`src/rtl/sparse_bitmap_encoder_pkg.sv`:
```
// Shared types and sizing for the sparse bitmap encoder.
//   DEF_*             : default stream geometry (128-bit nz words, 32-bit elements, 32-bit chunks)
//   ELEMS             : lanes per nonzero word at the default geometry
//   META_CHUNK_BYTES  : byte stride between consecutive bitmap chunks
//   enc_state_e       : encoder FSM states
//   enc_param_t       : job parameters captured on start
package sparse_bitmap_encoder_pkg;

   localparam int unsigned DEF_BW              = 128;
   localparam int unsigned DEF_DATA_SIZE       = 32;
   localparam int unsigned DEF_META_CHUNK_SIZE = 32;

   localparam int unsigned ELEMS            = DEF_BW / DEF_DATA_SIZE;
   localparam int unsigned META_CHUNK_BYTES = DEF_META_CHUNK_SIZE / 8;

   typedef enum logic [1:0] {
      IDLE  = 2'd0,
      RUN   = 2'd1,
      DRAIN = 2'd2,
      DONE  = 2'd3
   } enc_state_e;

   typedef struct packed {
      logic [15:0] rows;
      logic [15:0] row_len;
      logic [31:0] meta_base;
      logic [31:0] nz_base;
   } enc_param_t;

endpackage

```
`src/rtl/sparse_bitmap_encoder_nz_word_packer.sv`:
```
// Packs nonzero elements into BW-wide words and presents them as a valid/ready
// write stream with a running byte address.
//   clear_i               : job start, empties lanes and restarts word_idx
//   base_i                : nonzero region byte base (held stable for the job)
//   push_i / push_data_i  : append one nonzero into the next lane
//   flush_i               : emit a partially filled word (ignored if empty)
//   word_o/strb_o/addr_o  : pending word, byte strobes, byte address
//   word_valid_o/ready_i  : write handshake
//   empty_o               : no lanes filled and nothing pending
module sparse_bitmap_encoder_nz_word_packer
   import sparse_bitmap_encoder_pkg::*;
#(
   parameter int unsigned BW        = DEF_BW,
   parameter int unsigned DATA_SIZE = DEF_DATA_SIZE
) (
   input  logic                 clk_i,
   input  logic                 rst_i,
   input  logic                 clear_i,
   input  logic [31:0]          base_i,
   input  logic                 push_i,
   input  logic [DATA_SIZE-1:0] push_data_i,
   input  logic                 flush_i,
   output logic [BW-1:0]        word_o,
   output logic [BW/8-1:0]      strb_o,
   output logic [31:0]          addr_o,
   output logic                 word_valid_o,
   input  logic                 word_ready_i,
   output logic                 empty_o
);

   localparam int unsigned N_LANES    = BW / DATA_SIZE;
   localparam int unsigned LANE_BYTES = DATA_SIZE / 8;
   localparam int unsigned LW         = (N_LANES > 1) ? $clog2(N_LANES) : 1;
   localparam int unsigned CW         = $clog2(N_LANES) + 1;

   logic [N_LANES-1:0][DATA_SIZE-1:0] lanes_q;
   logic [CW-1:0]                     cnt_q;
   logic [CW-1:0]                     cnt_inc;
   logic [CW-1:0]                     fill_cnt;
   logic [BW/8-1:0]                   strb_q;
   logic [BW/8-1:0]                   strb_fill;
   logic [31:0]                       word_idx_q;
   logic                              valid_q;

   // Strobe covers every lane that will be filled once this cycle's push lands.
   always_comb begin
      cnt_inc   = cnt_q + CW'(1);
      fill_cnt  = push_i ? cnt_inc : cnt_q;
      strb_fill = '0;
      for (int k = 0; k < int'(N_LANES); k++) begin
         if (CW'(k) < fill_cnt) strb_fill[k*LANE_BYTES +: LANE_BYTES] = '1;
      end
   end

   // The lane buffer doubles as the output word: pushes are stalled upstream
   // while a word is pending, so it cannot change under the handshake.
   always_ff @(posedge clk_i) begin
      if (rst_i) begin
         lanes_q    <= '0;
         cnt_q      <= '0;
         strb_q     <= '0;
         word_idx_q <= '0;
         valid_q    <= 1'b0;
      end else if (clear_i) begin
         lanes_q    <= '0;
         cnt_q      <= '0;
         strb_q     <= '0;
         word_idx_q <= '0;
         valid_q    <= 1'b0;
      end else if (valid_q) begin
         if (word_ready_i) begin
            valid_q    <= 1'b0;
            lanes_q    <= '0;
            cnt_q      <= '0;
            word_idx_q <= word_idx_q + 32'd1;
         end
      end else if (push_i) begin
         lanes_q[cnt_q[LW-1:0]] <= push_data_i;
         cnt_q                  <= cnt_inc;
         if (cnt_inc == CW'(N_LANES)) begin
            valid_q <= 1'b1;
            strb_q  <= strb_fill;
         end
      end else if (flush_i && (cnt_q != '0)) begin
         valid_q <= 1'b1;
         strb_q  <= strb_fill;
      end
   end

   assign word_o       = lanes_q;
   assign strb_o       = strb_q;
   assign addr_o       = base_i + word_idx_q * 32'(BW / 8);
   assign word_valid_o = valid_q;
   assign empty_o      = (cnt_q == '0) && !valid_q;

endmodule

```
`src/rtl/sparse_bitmap_encoder.sv`:
```
// Compresses a row-major dense element stream into per-row bitmap chunks plus
// contiguously packed nonzero words, each on its own addressed write stream.
//   clk_i, rst_i                      : clock, synchronous active-high reset
//   start_i + rows_i/row_len_i/bases  : job launch, parameters captured in IDLE
//   data_i/valid_i/ready_o            : dense element input
//   meta_o/meta_addr_o/meta_valid_o/meta_ready_i : bitmap chunk stream
//   nz_o/nz_strb_o/nz_addr_o/nz_valid_o/nz_ready_i : nonzero word stream
//   nnz_o                             : nonzeros encoded in the current job
//   done_o                            : one-cycle job completion pulse
//
// state | meaning
// IDLE  | waiting for start_i
// RUN   | accepting elements, emitting chunks and full words
// DRAIN | last element taken; finish pending writes and flush partial word
// DONE  | done_o pulse, back to IDLE
module sparse_bitmap_encoder
   import sparse_bitmap_encoder_pkg::*;
#(
   parameter int unsigned BW              = DEF_BW,
   parameter int unsigned DATA_SIZE       = DEF_DATA_SIZE,
   parameter int unsigned META_CHUNK_SIZE = DEF_META_CHUNK_SIZE
) (
   input  logic                       clk_i,
   input  logic                       rst_i,
   input  logic                       start_i,
   input  logic [15:0]                rows_i,
   input  logic [15:0]                row_len_i,
   input  logic [31:0]                meta_base_i,
   input  logic [31:0]                nz_base_i,
   input  logic [DATA_SIZE-1:0]       data_i,
   input  logic                       valid_i,
   output logic                       ready_o,
   output logic [META_CHUNK_SIZE-1:0] meta_o,
   output logic [31:0]                meta_addr_o,
   output logic                       meta_valid_o,
   input  logic                       meta_ready_i,
   output logic [BW-1:0]              nz_o,
   output logic [BW/8-1:0]            nz_strb_o,
   output logic [31:0]                nz_addr_o,
   output logic                       nz_valid_o,
   input  logic                       nz_ready_i,
   output logic [31:0]                nnz_o,
   output logic                       done_o
);

   localparam int unsigned BIT_W = $clog2(META_CHUNK_SIZE);

   enc_state_e                 state_q, state_d;
   enc_param_t                 par_q;
   logic [15:0]                row_q, col_q;
   logic [META_CHUNK_SIZE-1:0] bitmap_q;
   logic                       meta_valid_q;
   logic [31:0]                chunk_idx_q;
   logic [31:0]                nnz_q;

   logic             start_ok, accept, is_nz, row_end, last_row, chunk_end;
   logic             meta_clear, nz_clear, nz_empty, flush;
   logic [BIT_W-1:0] bit_idx;

   assign start_ok  = (state_q == IDLE) && start_i;
   assign accept    = valid_i && ready_o;
   assign is_nz     = |data_i;
   assign bit_idx   = col_q[BIT_W-1:0];
   assign row_end   = (col_q == par_q.row_len - 16'd1);
   assign last_row  = (row_q == par_q.rows - 16'd1);
   assign chunk_end = (&bit_idx) || row_end;

   // Completion looks through the handshake so DONE lands on the edge that
   // retires the final write.
   assign meta_clear = !meta_valid_q || meta_ready_i;
   assign nz_clear   = nz_valid_o ? nz_ready_i : nz_empty;

   always_ff @(posedge clk_i) begin
      if (rst_i) state_q <= IDLE;
      else       state_q <= state_d;
   end

   always_comb begin
      state_d = state_q;
      unique case (state_q)
         IDLE: begin
            if (start_i) state_d = ((rows_i == 16'd0) || (row_len_i == 16'd0)) ? DONE : RUN;
         end
         RUN: begin
            if (accept && row_end && last_row) state_d = DRAIN;
         end
         DRAIN: begin
            if (meta_clear && nz_clear) state_d = DONE;
         end
         DONE:    state_d = IDLE;
         default: state_d = IDLE;
      endcase
   end

   always_comb begin
      ready_o = (state_q == RUN) && !meta_valid_q && !nz_valid_o;
      done_o  = (state_q == DONE);
      flush   = (state_q == DRAIN);
   end

   // bitmap_q is the outgoing chunk; input stalls while it is pending, and it
   // is zeroed on handshake so each chunk (and each row) starts clean.
   always_ff @(posedge clk_i) begin
      if (rst_i) begin
         par_q        <= '0;
         row_q        <= '0;
         col_q        <= '0;
         bitmap_q     <= '0;
         meta_valid_q <= 1'b0;
         chunk_idx_q  <= '0;
         nnz_q        <= '0;
      end else if (start_ok) begin
         par_q        <= {rows_i, row_len_i, meta_base_i, nz_base_i};
         row_q        <= '0;
         col_q        <= '0;
         bitmap_q     <= '0;
         meta_valid_q <= 1'b0;
         chunk_idx_q  <= '0;
         nnz_q        <= '0;
      end else begin
         if (meta_valid_q && meta_ready_i) begin
            meta_valid_q <= 1'b0;
            bitmap_q     <= '0;
            chunk_idx_q  <= chunk_idx_q + 32'd1;
         end
         if (accept) begin
            bitmap_q[bit_idx] <= is_nz;
            if (chunk_end) meta_valid_q <= 1'b1;
            if (is_nz)     nnz_q        <= nnz_q + 32'd1;
            if (row_end) begin
               col_q <= '0;
               row_q <= row_q + 16'd1;
            end else begin
               col_q <= col_q + 16'd1;
            end
         end
      end
   end

   sparse_bitmap_encoder_nz_word_packer #(
      .BW        (BW),
      .DATA_SIZE (DATA_SIZE)
   ) u_packer (
      .clk_i        (clk_i),
      .rst_i        (rst_i),
      .clear_i      (start_ok),
      .base_i       (par_q.nz_base),
      .push_i       (accept && is_nz),
      .push_data_i  (data_i),
      .flush_i      (flush),
      .word_o       (nz_o),
      .strb_o       (nz_strb_o),
      .addr_o       (nz_addr_o),
      .word_valid_o (nz_valid_o),
      .word_ready_i (nz_ready_i),
      .empty_o      (nz_empty)
   );

   assign meta_o       = bitmap_q;
   assign meta_addr_o  = par_q.meta_base + chunk_idx_q * 32'(META_CHUNK_SIZE / 8);
   assign meta_valid_o = meta_valid_q;
   assign nnz_o        = nnz_q;

endmodule

```
`config.mk`:
```
export PLATFORM = sky130hd
export DESIGN_NAME = sparse_bitmap_encoder
export DESIGN_NICKNAME = d
export VERILOG_FILES = /design/src/rtl/sparse_bitmap_encoder_pkg.sv /design/src/rtl/sparse_bitmap_encoder_nz_word_packer.sv /design/src/rtl/sparse_bitmap_encoder.sv
export SDC_FILE = /design/constraint.sdc
export NUM_CORES = 1
export LEC_CHECK = 0
export CAP_MARGIN = 0
export CORE_UTILIZATION = 56
export CTS_BUF_LIST = sky130_fd_sc_hd__clkbuf_16
export DETAILED_ROUTE_END_ITERATION = 8
export GPL_TIMING_DRIVEN = 1
export PLACE_DENSITY = 0.87
export SLEW_MARGIN = 25
export SYNTH_ARGS = -nofsm -noshare
export SYNTH_HDL_FRONTEND = slang
export SYNTH_SLANG_ARGS = --single-unit
```
`constraint.sdc`:
```
create_clock -name clk_i -period 8.79 [get_ports clk_i]
set_input_delay 1.758 -clock clk_i [delete_from_list [all_inputs] [get_ports clk_i]]
set_output_delay 1.758 -clock clk_i [all_outputs]
set_load 0.02 [all_outputs]
```
==> results.md, run 1 <==
* Outcome: finished, final reports clean
* Final Max Slew Viols at 0
* Die Y at 188 um
* Max Clock Freq at 0.162 GHz
* Area added between synthesis and finish at 28.6%
* Post-Layout Cell Count at 3231
* Clock Path Buffers at 3
* DIE WIDTH at 188 um
* Global-route usage over all layers at 0.317
* RSZ-0062 raised after global routing: false
* PortBufs at 409
* Crit path time final at 6.16 ns
* Vias at 19231
* Core Area at 33700 um2
* Startpoint types: register
* Largest family of logic cells by synthesized area: simple AND/OR/NAND/NOR gates
* Worst Tran Pin Value at 0.940 ns
* Compound-cell area share of the yosys netlist at 0.149
* Syn avg cell area at 7.91 um2
* Finish-stage setup viols at 0
* Register area share after synthesis at 0.403
* Initial Util at 0.573
* Largest net degree at the start of global routing at 114
* Crit-path slowest cell: or4b_2
* Max-slew headroom at 0.371
* Worst-path fanout max at 5
* Type of the worst setup path: register to output port
* Post-synth EDFFs at 0
* Antenna Violating Nets Remaining at 0
* Synth cell types at 69
* DIE AREA at 35200 um2
* Cts hold-fix bufs at 0
* Clock Sinks at 389
* XOR/XNOR Fraction of Synth Area at 0.0857
* R2R setup slack at 4.67 ns
* Syn nets at 2655
* Final wirelength at 58600 um
* Number of global-route vias before repair at 18441
* Initial antenna violation count at 3
* Total CTS buffers at 42
* FF+latch count, synth at 389
* CP peak stage delay at 0.63 ns
* Post-CTS resize count at 0
* H-Tree Level Count at 2
* Post-synthesis cell count at 2442
* TritonCTS clock tree: yes
* # DRC at 0
* Share of layout cells above drive strength 1 at 0.0342
* Post-synthesis mux area share at 0.00576
* Simple-Gate Fraction of Synth Area at 0.262
* Finished Cell Area at 24900 um2
* Fin nets at 2958
* Synthesized area at 19300 um2
* Final Core Density at 0.738
* Worst EP arrival at 4.41 ns
* Fin crit share at 0.701
* Most common flop cell mapped by yosys: dfxtp_1
* Critical Path Sink Type: output port
* CP Cell Sequence: ha_1 > a211oi_1 > o211ai_1 > a41oi_1 > o21ai_0 > a2111o_1 > a31o_2 > or4b_2 > nand3_1 > clkdlybuf4s50_1
* Drt via density at 5.95
* Leak at 0.00912 uW
* Routed WL per cell at 18.1 um
* Synthesis Warnings at 0
* Pwr Density at 203 nW/um2
* Placed insts at 3147
* Max-cap violations at 0
* Row count at 67
* Synth Area in Adders at 0.0519
* Worst VDD drop at 179 uV
* Starting DRC count in detailed routing at 1251
* HP Class: register to register
* Placed instance area at 23400 um2
* Final Hold Violating Endpoints at 0
* Number of setup buffers added after CTS at 0
* Clk slew on worst S/H paths at 0.06 ns
* Global route overflow at 0
* Clk Latency, worst-skew pair at 0.53 ns
* Final setup skew at 0.0113 ns
* Top-Level Pins at 410
* CP required at 7.03 ns
* Ys async rst share at 0
* Clock root buffer: clkbuf_16
* First-pass GRT wire length at 92500 um
* Detailed Routing Iterations Pass 1 at 6
* Routability cong. at 0.933
* Setup TNS Final at 0 ns
* HPWL after detailed placement at 40600 um
layout by cell type (no fill, tap or decap), types with 8 or more instances in the layout:
cell type / count
inv_1: 42
a21oi_1: 323
nand2b_1: 11
a21o_1: 28
and4_1: 19
clkdlybuf4s50_1: 408
xor2_1: 98
and2_1: 12
or3_1: 20
clkinv_1: 10
o21ai_0: 38
nand4_1: 34
nand2_1: 452
clkbuf_16: 45
buf_4: 13
nor4_1: 24
mux2i_1: 10
or4_1: 10
nor2b_1: 12
nand3_1: 233
and3_1: 36
xnor2_1: 91
nor3_1: 18
a211oi_1: 8
ha_1: 77
o211ai_1: 26
dfxtp_1: 389
nor2_1: 164
logic make-up after synthesis:
| kind of cell | after synthesis |
|---|---|
| buf+inv | 197 |
| mux | 11 |
| flops | 389 |
| fa+ha+maj | 79 |
| xor+xnor | 189 |
| compound gates | 495 |
| simple gates | 1082 |
critical path: cells and delay by family (launching register included):
kind | cells | cell delay (ns)
buffers and inverters | 1 | 0.60
adders and majority gates | 1 | 0.28
DFF | 1 | 0.40
AOI/OAI and AO/OA | 6 | 1.87
and+or+nand+nor | 2 | 0.74
area by class of cell:
type,instances,area [um2]
Multi-Input combinational cell,1856,10700
Fill cell,2489,8850
Sequential cell,389,7790
Timing Repair Buffer,425,4260
Clock buffer,45,1130
Tap cell,448,561
Clock inverter,32,264
Inverter,31,116
Antenna cell,5,12.5
report_power, final:
group          switching (uW)  internal [uW]
Clock                     715           1070
Combinational             801            497
Sequential               95.7           1870
routing by layer:
layer  wire (um)  vias to the layer above  track usage
met1       23700                     9169        0.381
met5           0                        -            0
li1            -                     9085            -
met3        4250                      193       0.0595
met2       27600                      784        0.538
met4        3050                        0        0.164
cells in the mapped netlist, types with 8 or more instances:
library cell,n,area (um2)
o21ai_0,38,190
nand2_1,455,1710
xor2_1,98,858
a21oi_1,323,1620
xnor2_1,91,797
dfxtp_1,389,7790
ha_1,77,963
nor2b_1,12,75.1
buf_1,9,33.8
and3_1,36,225
nor4_1,24,150
or3_1,20,125
mux2i_1,10,100
nand2b_1,12,75.1
and4_1,19,166
inv_1,31,116
buf_4,18,135
nor3_1,18,90.1
a21o_1,28,210
clkbuf_1,134,503
nand3_1,233,1170
and2_1,13,81.3
a211oi_1,8,60.1
nand4_1,34,213
nor2_1,164,616
o211ai_1,26,195
or4_1,10,75.1
through the flow:
stage	hold WS [ns]	total power, uW	worst slack [ns]
floorplan	0.437	2830	4.07
global placement	0.442	3210	3.26
detailed placement	0.454	3250	3.21
CTS	0.464	5020	2.63
global route	0.478	5250	2.46
finish	0.460	5040	2.63
state kept, by name (all words and copies together), names as in the netlist:
| name | cells |
|---|---|
| u_packer.word_o | 128 |
| state_q | 2 |
| row_q | 16 |
| chunk_idx_q | 30 |
| meta_valid_o | 1 |
| u_packer.cnt_q | 3 |
| u_packer.strb_o | 4 |
| u_packer.word_idx_q | 28 |
| nnz_o | 32 |
| meta_o | 32 |
| par_q | 96 |
| u_packer.word_valid_o | 1 |
| col_q | 16 |
path summary, 6_finish.rpt:
check	start	to	depth (start not counted)
worst max register to register	state_q[1]$_SDFFE_PP0P_	nnz_o[31]$_SDFFE_PP0P_	10
worst min register to register	par_q[30]$_SDFFE_PP0P_	par_q[30]$_SDFFE_PP0P_	2
worst min-delay path	par_q[30]$_SDFFE_PP0P_	par_q[30]$_SDFFE_PP0P_	2
worst max-delay path	chunk_idx_q[1]$_SDFFE_PP0P_	meta_addr_o[29]	10
Power figures use the tool's default switching activity.
==> run 2, diff against run 1 <==
Settings changed: CORE_UTILIZATION 56 to 47, PLACE_DENSITY 0.87 to 0.78.
Clock period 8.79 ns to 5 ns, I/O delays scaled along.
==> run 2 against run 1 <==
Register-to-register slack got worse by 3.3 ns; combinational power increased by 75%; total power increased by 74%; critical path depth unchanged; clock-buffer cell count unchanged; sequential share of layout area decreased by 0.16 points; core utilization decreased by 11 points; cell area increased by 0.52%; die area increased by 19%; hold slack got worse by 0.0020 ns; critical path type unchanged; highest routed layer is now met5.
==> results.md, run 2 (same netlist as run 1, synthesis figures left out) <==
* Finish-stage setup viols at 0 (unchanged)
* H-Tree Level Count at 2 (unchanged)
* Net Sw Frac at 0.326 (was 0.320)
* Worst VDD drop at 274 uV (was 179 uV)
* CP required at 4.00 ns (was 7.03 ns)
* NetSw at 2870 uW (was 1610 uW)
* Pwr Density at 352 nW/um2 (was 203 nW/um2)
* Routed WL per cell at 17.9 um (was 18.1 um)
* Drt via density at 5.68 (was 5.95)
* Max-slew headroom at 0.330 (was 0.371)
* Max-cap violations at 0 (unchanged)
* Startpoint types: register (unchanged)
* CP peak stage delay at 0.63 ns (about the same)
* Clock Sinks at 389 (unchanged)
* Crit-path slowest cell: clkdlybuf4s50_1 (was or4b_2)
* HP Class: register to register (unchanged)
* Number of global-route vias before repair at 18066 (was 18441)
* Outcome: finished, final reports clean (unchanged)
* Antenna Violating Nets Remaining at 0 (unchanged)
* Final Max Slew Viols at 0 (unchanged)
* Max Clock Freq at 0.208 GHz
* Global-route usage over all layers at 0.272 (was 0.317)
* Fin crit share at 0.959
* Final Core Density at 0.623 (was 0.738)
* First-pass GRT wire length at 92900 um (was 92500 um)
* Core Area at 40100 um2 (was 33700 um2)
* DIE WIDTH at 205 um (was 188 um)
* # DRC at 0 (unchanged)
* Routability cong. at 0.927 (was 0.933)
* Detailed Routing Iterations Pass 1 at 5 (was 6)
* Final Hold Violating Endpoints at 0 (unchanged)
* Clk pwr share at 0.350 (was 0.353)
* Met2 wire length at 28400 um (was 27600 um)
* Global route overflow at 0 (unchanged)
* Worst-path fanout max at 4 (was 5)
* Clk Latency, worst-skew pair at 0.57 ns (was 0.53 ns)
* Largest register FFs at 128 (unchanged)
* Initial Util at 0.482 (was 0.573)
* TritonCTS clock tree: yes (unchanged)
* Vias at 18823 (was 19231)
* Clock root buffer: clkbuf_16 (unchanged)
* Initial antenna violation count at 6 (was 3)
* Die Y at 205 um (was 188 um)
* Combinational share of power at 0.258 (about the same)
* Starting DRC count in detailed routing at 1236 (was 1251)
* Final wirelength at 59200 um (was 58600 um)
* Detail Route met3 WL at 4300 um (was 4250 um)
* Clock Path Buffers at 3 (unchanged)
* Top Layer Used: met5 (was met4)
* Worst EP arrival at 3.80 ns (was 4.41 ns)
* Largest net degree at the start of global routing at 102 (was 114)
* WL met1 at 24400 um (was 23700 um)
* Fillers at 3503 (was 2489)
* Leak at 0.00921 uW (was 0.00912 uW)
* Most common cell after layout, fill and taps aside: nand2_1 (unchanged)
* DIE AREA at 41900 um2 (was 35200 um2)
* Area added between synthesis and finish at 29.3% (was 28.6%)
* Total CTS buffers at 44 (was 42)
* Worst Tran Pin Value at 1.01 ns (was 0.940 ns)
* Flop pwr share at 0.392 (was 0.389)
* Critical Path Sink Type: output port (unchanged)
* PortBufs at 409 (unchanged)
* Row count at 73 (was 67)
* Crit path top cell by count: a21oi_1
* Clk slew on worst S/H paths at 0.06 ns (about the same)
* Top-Level Pins at 410 (unchanged)
* Crit path time final at 4.80 ns
* Setup TNS Final at 0 ns (unchanged)
* Final setup skew at 0.0168 ns (was 0.0113 ns)
* HPWL after detailed placement at 41500 um (was 40600 um)
* Type of the worst setup path: register to output port (unchanged)
* Internal at 5920 uW (was 3430 uW)
* CP Cell Sequence: ha_1 > a21o_1 > a21oi_2 > a21oi_1 > o31ai_2 > a21oi_1 > a221o_1 > o41a_1 > xor2_1 > clkdlybuf4s50_1 (was ha_1 > a211oi_1 > o211ai_1 > a41oi_1 > o21ai_0 > a2111o_1 > a31o_2 > or4b_2 > nand3_1 > clkdlybuf4s50_1)
* Share of layout cells above drive strength 1 at 0.0406 (was 0.0342)
* Fin nets at 2970 (was 2958)
* Most frequent cells in the layout: 452 x nand2_1, 400 x clkdlybuf4s50_1, 388 x dfxtp_1 (was 452 x nand2_1, 408 x clkdlybuf4s50_1, 389 x dfxtp_1)
* RSZ-0062 raised after global routing: false (unchanged)
==> run 2: routing by layer <==
layer / vias up / GRT usage
met5: - / 0
met4: 4 / 0.107
met3: 140 / 0.0697
met2: 594 / 0.455
met1: 8971 / 0.332
li1: 9114 / -
==> run 2: worst paths after layout <==
path	to	from	slack (ns)	cells after the start
setup / recovery	nz_addr_o[30]	u_packer.word_idx_q[4]$_SDFFE_PP0P_	0.20	10
hold / removal	par_q[3]$_SDFFE_PP0P_	par_q[3]$_SDFFE_PP0P_	0.46	2
setup reg to reg	col_q[5]$_SDFFE_PP0P_	par_q[64]$_SDFFE_PP0P_	1.34	10
hold reg to reg	par_q[3]$_SDFFE_PP0P_	par_q[3]$_SDFFE_PP0P_	0.46	2
==> run 2: timing repair <==
action                     in CTS  in global routing
gates resized for setup         9                 15
hold buffers                    0                  0
setup endpoints to repair       9                 12
pin swaps                       0                  2
buffers inserted                0                  1
==> run 2: final cells by class <==
type	count	area (um2)	area share
Clock buffer	45	1130	0.0451
Clock inverter	29	209	0.00836
Multi-Input combinational cell	1856	10800	0.431
Antenna cell	4	10.0	0.000401
Timing Repair Buffer	435	4320	0.173
Inverter	31	116	0.00466
Tap cell	525	657	0.0263
Sequential cell	389	7790	0.312
==> run 2: critical path: cells and delay by family, from the launching register on <==
family,cells,cell delay [ns]
AO/OA/AOI/OAI,7,1.76
buffers and inverters,1,0.63
flip-flops,1,0.39
adder cells (fa/ha/maj),1,0.31
XOR/XNOR,1,0.15
==> run 2: power groups by stage <==
stage	Clock [uW]	Combinational, uW	Sequential (uW)
2_1_floorplan	0	1490	3490
5_1_grt	3260	2480	3470
4_1_cts	3120	2260	3440
3_3_place_gp	0	2190	3500
3_5_place_dp	0	2250	3510
6_report	3070	2270	3450
==> run 2: metrics by stage <==
step | setup slack [ns] | instances | cell area [um2] | power (uW) | hold WS, ns
2_1_floorplan | 1.03 | 2442 | 19300 | 4980 | 0.437
3_3_place_gp | 0.234 | 3235 | 23600 | 5690 | 0.444
3_5_place_dp | 0.195 | 3235 | 23600 | 5760 | 0.452
4_1_cts | 0.0308 | 3309 | 24900 | 8830 | 0.461
5_1_grt | 0.00353 | 3312 | 25000 | 9200 | 0.483
6_report | 0.203 | 3314 | 25000 | 8790 | 0.458
==> run 3, diff against run 2 <==
Settings changed: CAP_MARGIN 0 to unset, CORE_MARGIN set to 2.
==> run 3 against run 2 <==
Core utilization shrank 0.80 points; cell count is 0.27% higher; cell area is 0.29% higher; first-iteration DRC count is 10% higher; register-to-register slack worse by 0.07 ns; critical path depth is the same; total power rose by 0.67%; flip-flop and latch count unchanged; combinational power about the same; routed wire length down 0.67%; sequential share of layout area is 0.090 points lower; via count down 0.11%.
==> results.md, run 3 (same netlist as run 1, synthesis figures left out) <==
* Outcome: finished, final reports clean (unchanged)
* TritonCTS clock tree: yes (unchanged)
* Most frequent cells in the layout: 452 x nand2_1, 402 x clkdlybuf4s50_1, 388 x dfxtp_1 (was 452 x nand2_1, 400 x clkdlybuf4s50_1, 388 x dfxtp_1)
* Die Y at 207 um (was 205 um)
* PortBufs at 409 (unchanged)
* Worst Tran Pin Value at 1.00 ns (was 1.01 ns)
* Setup TNS Final at 0 ns (unchanged)
* Clock Sinks at 389 (unchanged)
* Routed WL per cell at 17.7 um (was 17.9 um)
* CP Cell Sequence: ha_1 > a211oi_2 > o211ai_1 > a41oi_2 > o21ai_1 > a2111o_1 > a31o_2 > or4b_2 > nand3_1 > clkdlybuf4s15_1 (was ha_1 > a21o_1 > a21oi_2 > a21oi_1 > o31ai_2 > a21oi_1 > a221o_1 > o41a_1 > xor2_1 > clkdlybuf4s50_1)
* Final Max Slew Viols at 0 (unchanged)
* Met2 Use GR at 0.443 (was 0.455)
* HP Class: register to register (unchanged)
* CP peak stage delay at 0.63 ns (about the same)
* H-Tree Level Count at 2 (unchanged)
* Pwr Density at 353 nW/um2 (was 352 nW/um2)
* Number of global-route vias before repair at 17987 (was 18066)
* Placed instance area at 23600 um2 (about the same)
* Finished Cell Area at 25100 um2 (was 25000 um2)
* DIE AREA at 42700 um2 (was 41900 um2)
* Max-cap violations at 0 (unchanged)
* Leak at 0.00923 uW (was 0.00921 uW)
* Final setup skew at 0.00831 ns (was 0.0168 ns)
* Fin crit share at 0.970 (was 0.959)
* HPWL after detailed placement at 41600 um (was 41500 um)
* Fin nets at 2970 (unchanged)
* Clock root buffer: clkbuf_16 (unchanged)
* Final wirelength at 58800 um (was 59200 um)
* Clock Path Buffers at 3 (unchanged)
* Crit-path slowest cell: or4b_2 (was clkdlybuf4s50_1)
* GRT busiest layer: met2 (unchanged)
* Share of layout cells above drive strength 1 at 0.0427 (was 0.0406)
* Type of the worst setup path: register to output port (unchanged)
* Largest register FFs at 128 (unchanged)
* Worst slack at placement at 0.158 ns (was 0.195 ns)
* Worst-path fanout max at 5 (was 4)
* Global route overflow at 0 (unchanged)
* Initial Util at 0.474 (was 0.482)
* Core Area at 40700 um2 (was 40100 um2)
* # DRC at 0 (unchanged)
* Top-Level Pins at 410 (unchanged)
* Drt via density at 5.66 (was 5.68)
* Critical Path Sink Type: output port (unchanged)
* Clk slew on worst S/H paths at 0.06 ns (about the same)
* Routing usage on met3 at 0.0523 (was 0.0697)
* Global-route usage over all layers at 0.264 (was 0.272)
* Max-slew headroom at 0.331 (was 0.330)
* Antenna Violating Nets Remaining at 0 (unchanged)
* Finish-stage setup viols at 0 (unchanged)
* Area added between synthesis and finish at 29.7% (was 29.3%)
* Initial antenna violation count at 3 (was 6)
* Final Hold Violating Endpoints at 0 (unchanged)
* Startpoint types: register (unchanged)
* Worst VDD drop at 231 uV (was 274 uV)
* Worst EP arrival at 3.85 ns (was 3.80 ns)
* Cts hold-fix bufs at 0 (unchanged)
* Worst setup slack after layout at 0.151 ns (was 0.203 ns)
* Routability cong. at 0.914 (was 0.927)
* Most common cell after layout, fill and taps aside: nand2_1 (unchanged)
* Vias at 18803 (was 18823)
* Total CTS buffers at 43 (was 44)
* Starting DRC count in detailed routing at 1365 (was 1236)
* Largest net degree at the start of global routing at 97 (was 102)
* Global Route met1 Usage at 0.331 (was 0.332)
* CP required at 4.00 ns (about the same)
* Clk Latency, worst-skew pair at 0.56 ns (was 0.57 ns)
* DIE WIDTH at 207 um (was 205 um)
* Detailed Routing Iterations Pass 1 at 7 (was 5)
* First-pass GRT wire length at 91700 um (was 92900 um)
* Crit path time final at 4.85 ns (was 4.80 ns)
* Max Clock Freq at 0.206 GHz (was 0.208 GHz)
* Row count at 74 (was 73)
[run 3: cell types whose count changed in the layout (fill, tap and decap cells not counted), sizes merged, moves of 2 or more]
cell | previous run | this run
diode | 4 | 2
clkinv | 13 | 16
clkdlybuf4s50 | 400 | 402
clkbuf | 47 | 43
bufinv | 3 | 5
[run 3: power by group]
group,internal [uW],switching (uW)
sequential,3280,164
combinational,875,1410
clock,1830,1300
total,5980,2870
[run 3: worst paths after layout]
path                                 end  slack (ns)                        start  depth (start not counted)
setup / recovery         meta_addr_o[29]        0.15  chunk_idx_q[1]$_SDFFE_PP0P_                         10
hold / removal     par_q[0]$_SDFFE_PP0P_        0.45        par_q[0]$_SDFFE_PP0P_                          2
setup reg to reg  col_q[12]$_SDFFE_PP0P_        1.27       par_q[64]$_SDFFE_PP0P_                         10
hold reg to reg    par_q[0]$_SDFFE_PP0P_        0.45        par_q[0]$_SDFFE_PP0P_                          2
[run 3: worst max-delay path, delay by kind of cell (launching register included)]
| family | cells | cell delay, ns |
|---|---|---|
| adder cells (fa/ha/maj) | 1 | 0.29 |
| flip-flops | 1 | 0.40 |
| AND/OR/NAND/NOR | 2 | 0.75 |
| buffers and inverters | 1 | 0.30 |
| AO/OA/AOI/OAI | 6 | 1.55 |
[run 3: per-stage QoR]
stage / power [uW] / util / hold WS (ns) / cells
after detailed placement: 5770 / 0.580 / 0.448 / 3242
final: 8850 / 0.615 / 0.455 / 3323
after floorplan: 4980 / - / 0.437 / 2442
after CTS: 8900 / 0.614 / 0.456 / 3319
after global placement: 5710 / 0.580 / 0.441 / 3242
after global routing: 9260 / 0.615 / 0.475 / 3323
[run 3: layout make-up]
class                           count  area (um2)
Antenna cell                        2        5.00
Clock buffer                       43        1080
Clock inverter                     34         300
Fill cell                        3577       15700
Inverter                           31         116
Multi-Input combinational cell   1856       10800
Sequential cell                   389        7790
Tap cell                          532         666
Timing Repair Buffer              436        4340
[run 3: metal layers]
metal	wire length, um	up-vias
met5	13	-
met4	2360	2
met3	4090	131
met2	28000	658
met1	24400	8894
li1	-	9118
[run 3: timing repair]
| item | CTS | global route |
|---|---|---|
| pin swaps | 0 | 2 |
| setup endpoints to repair | 6 | 13 |
| resized for setup | 8 | 9 |
| setup buffers | 0 | 2 |
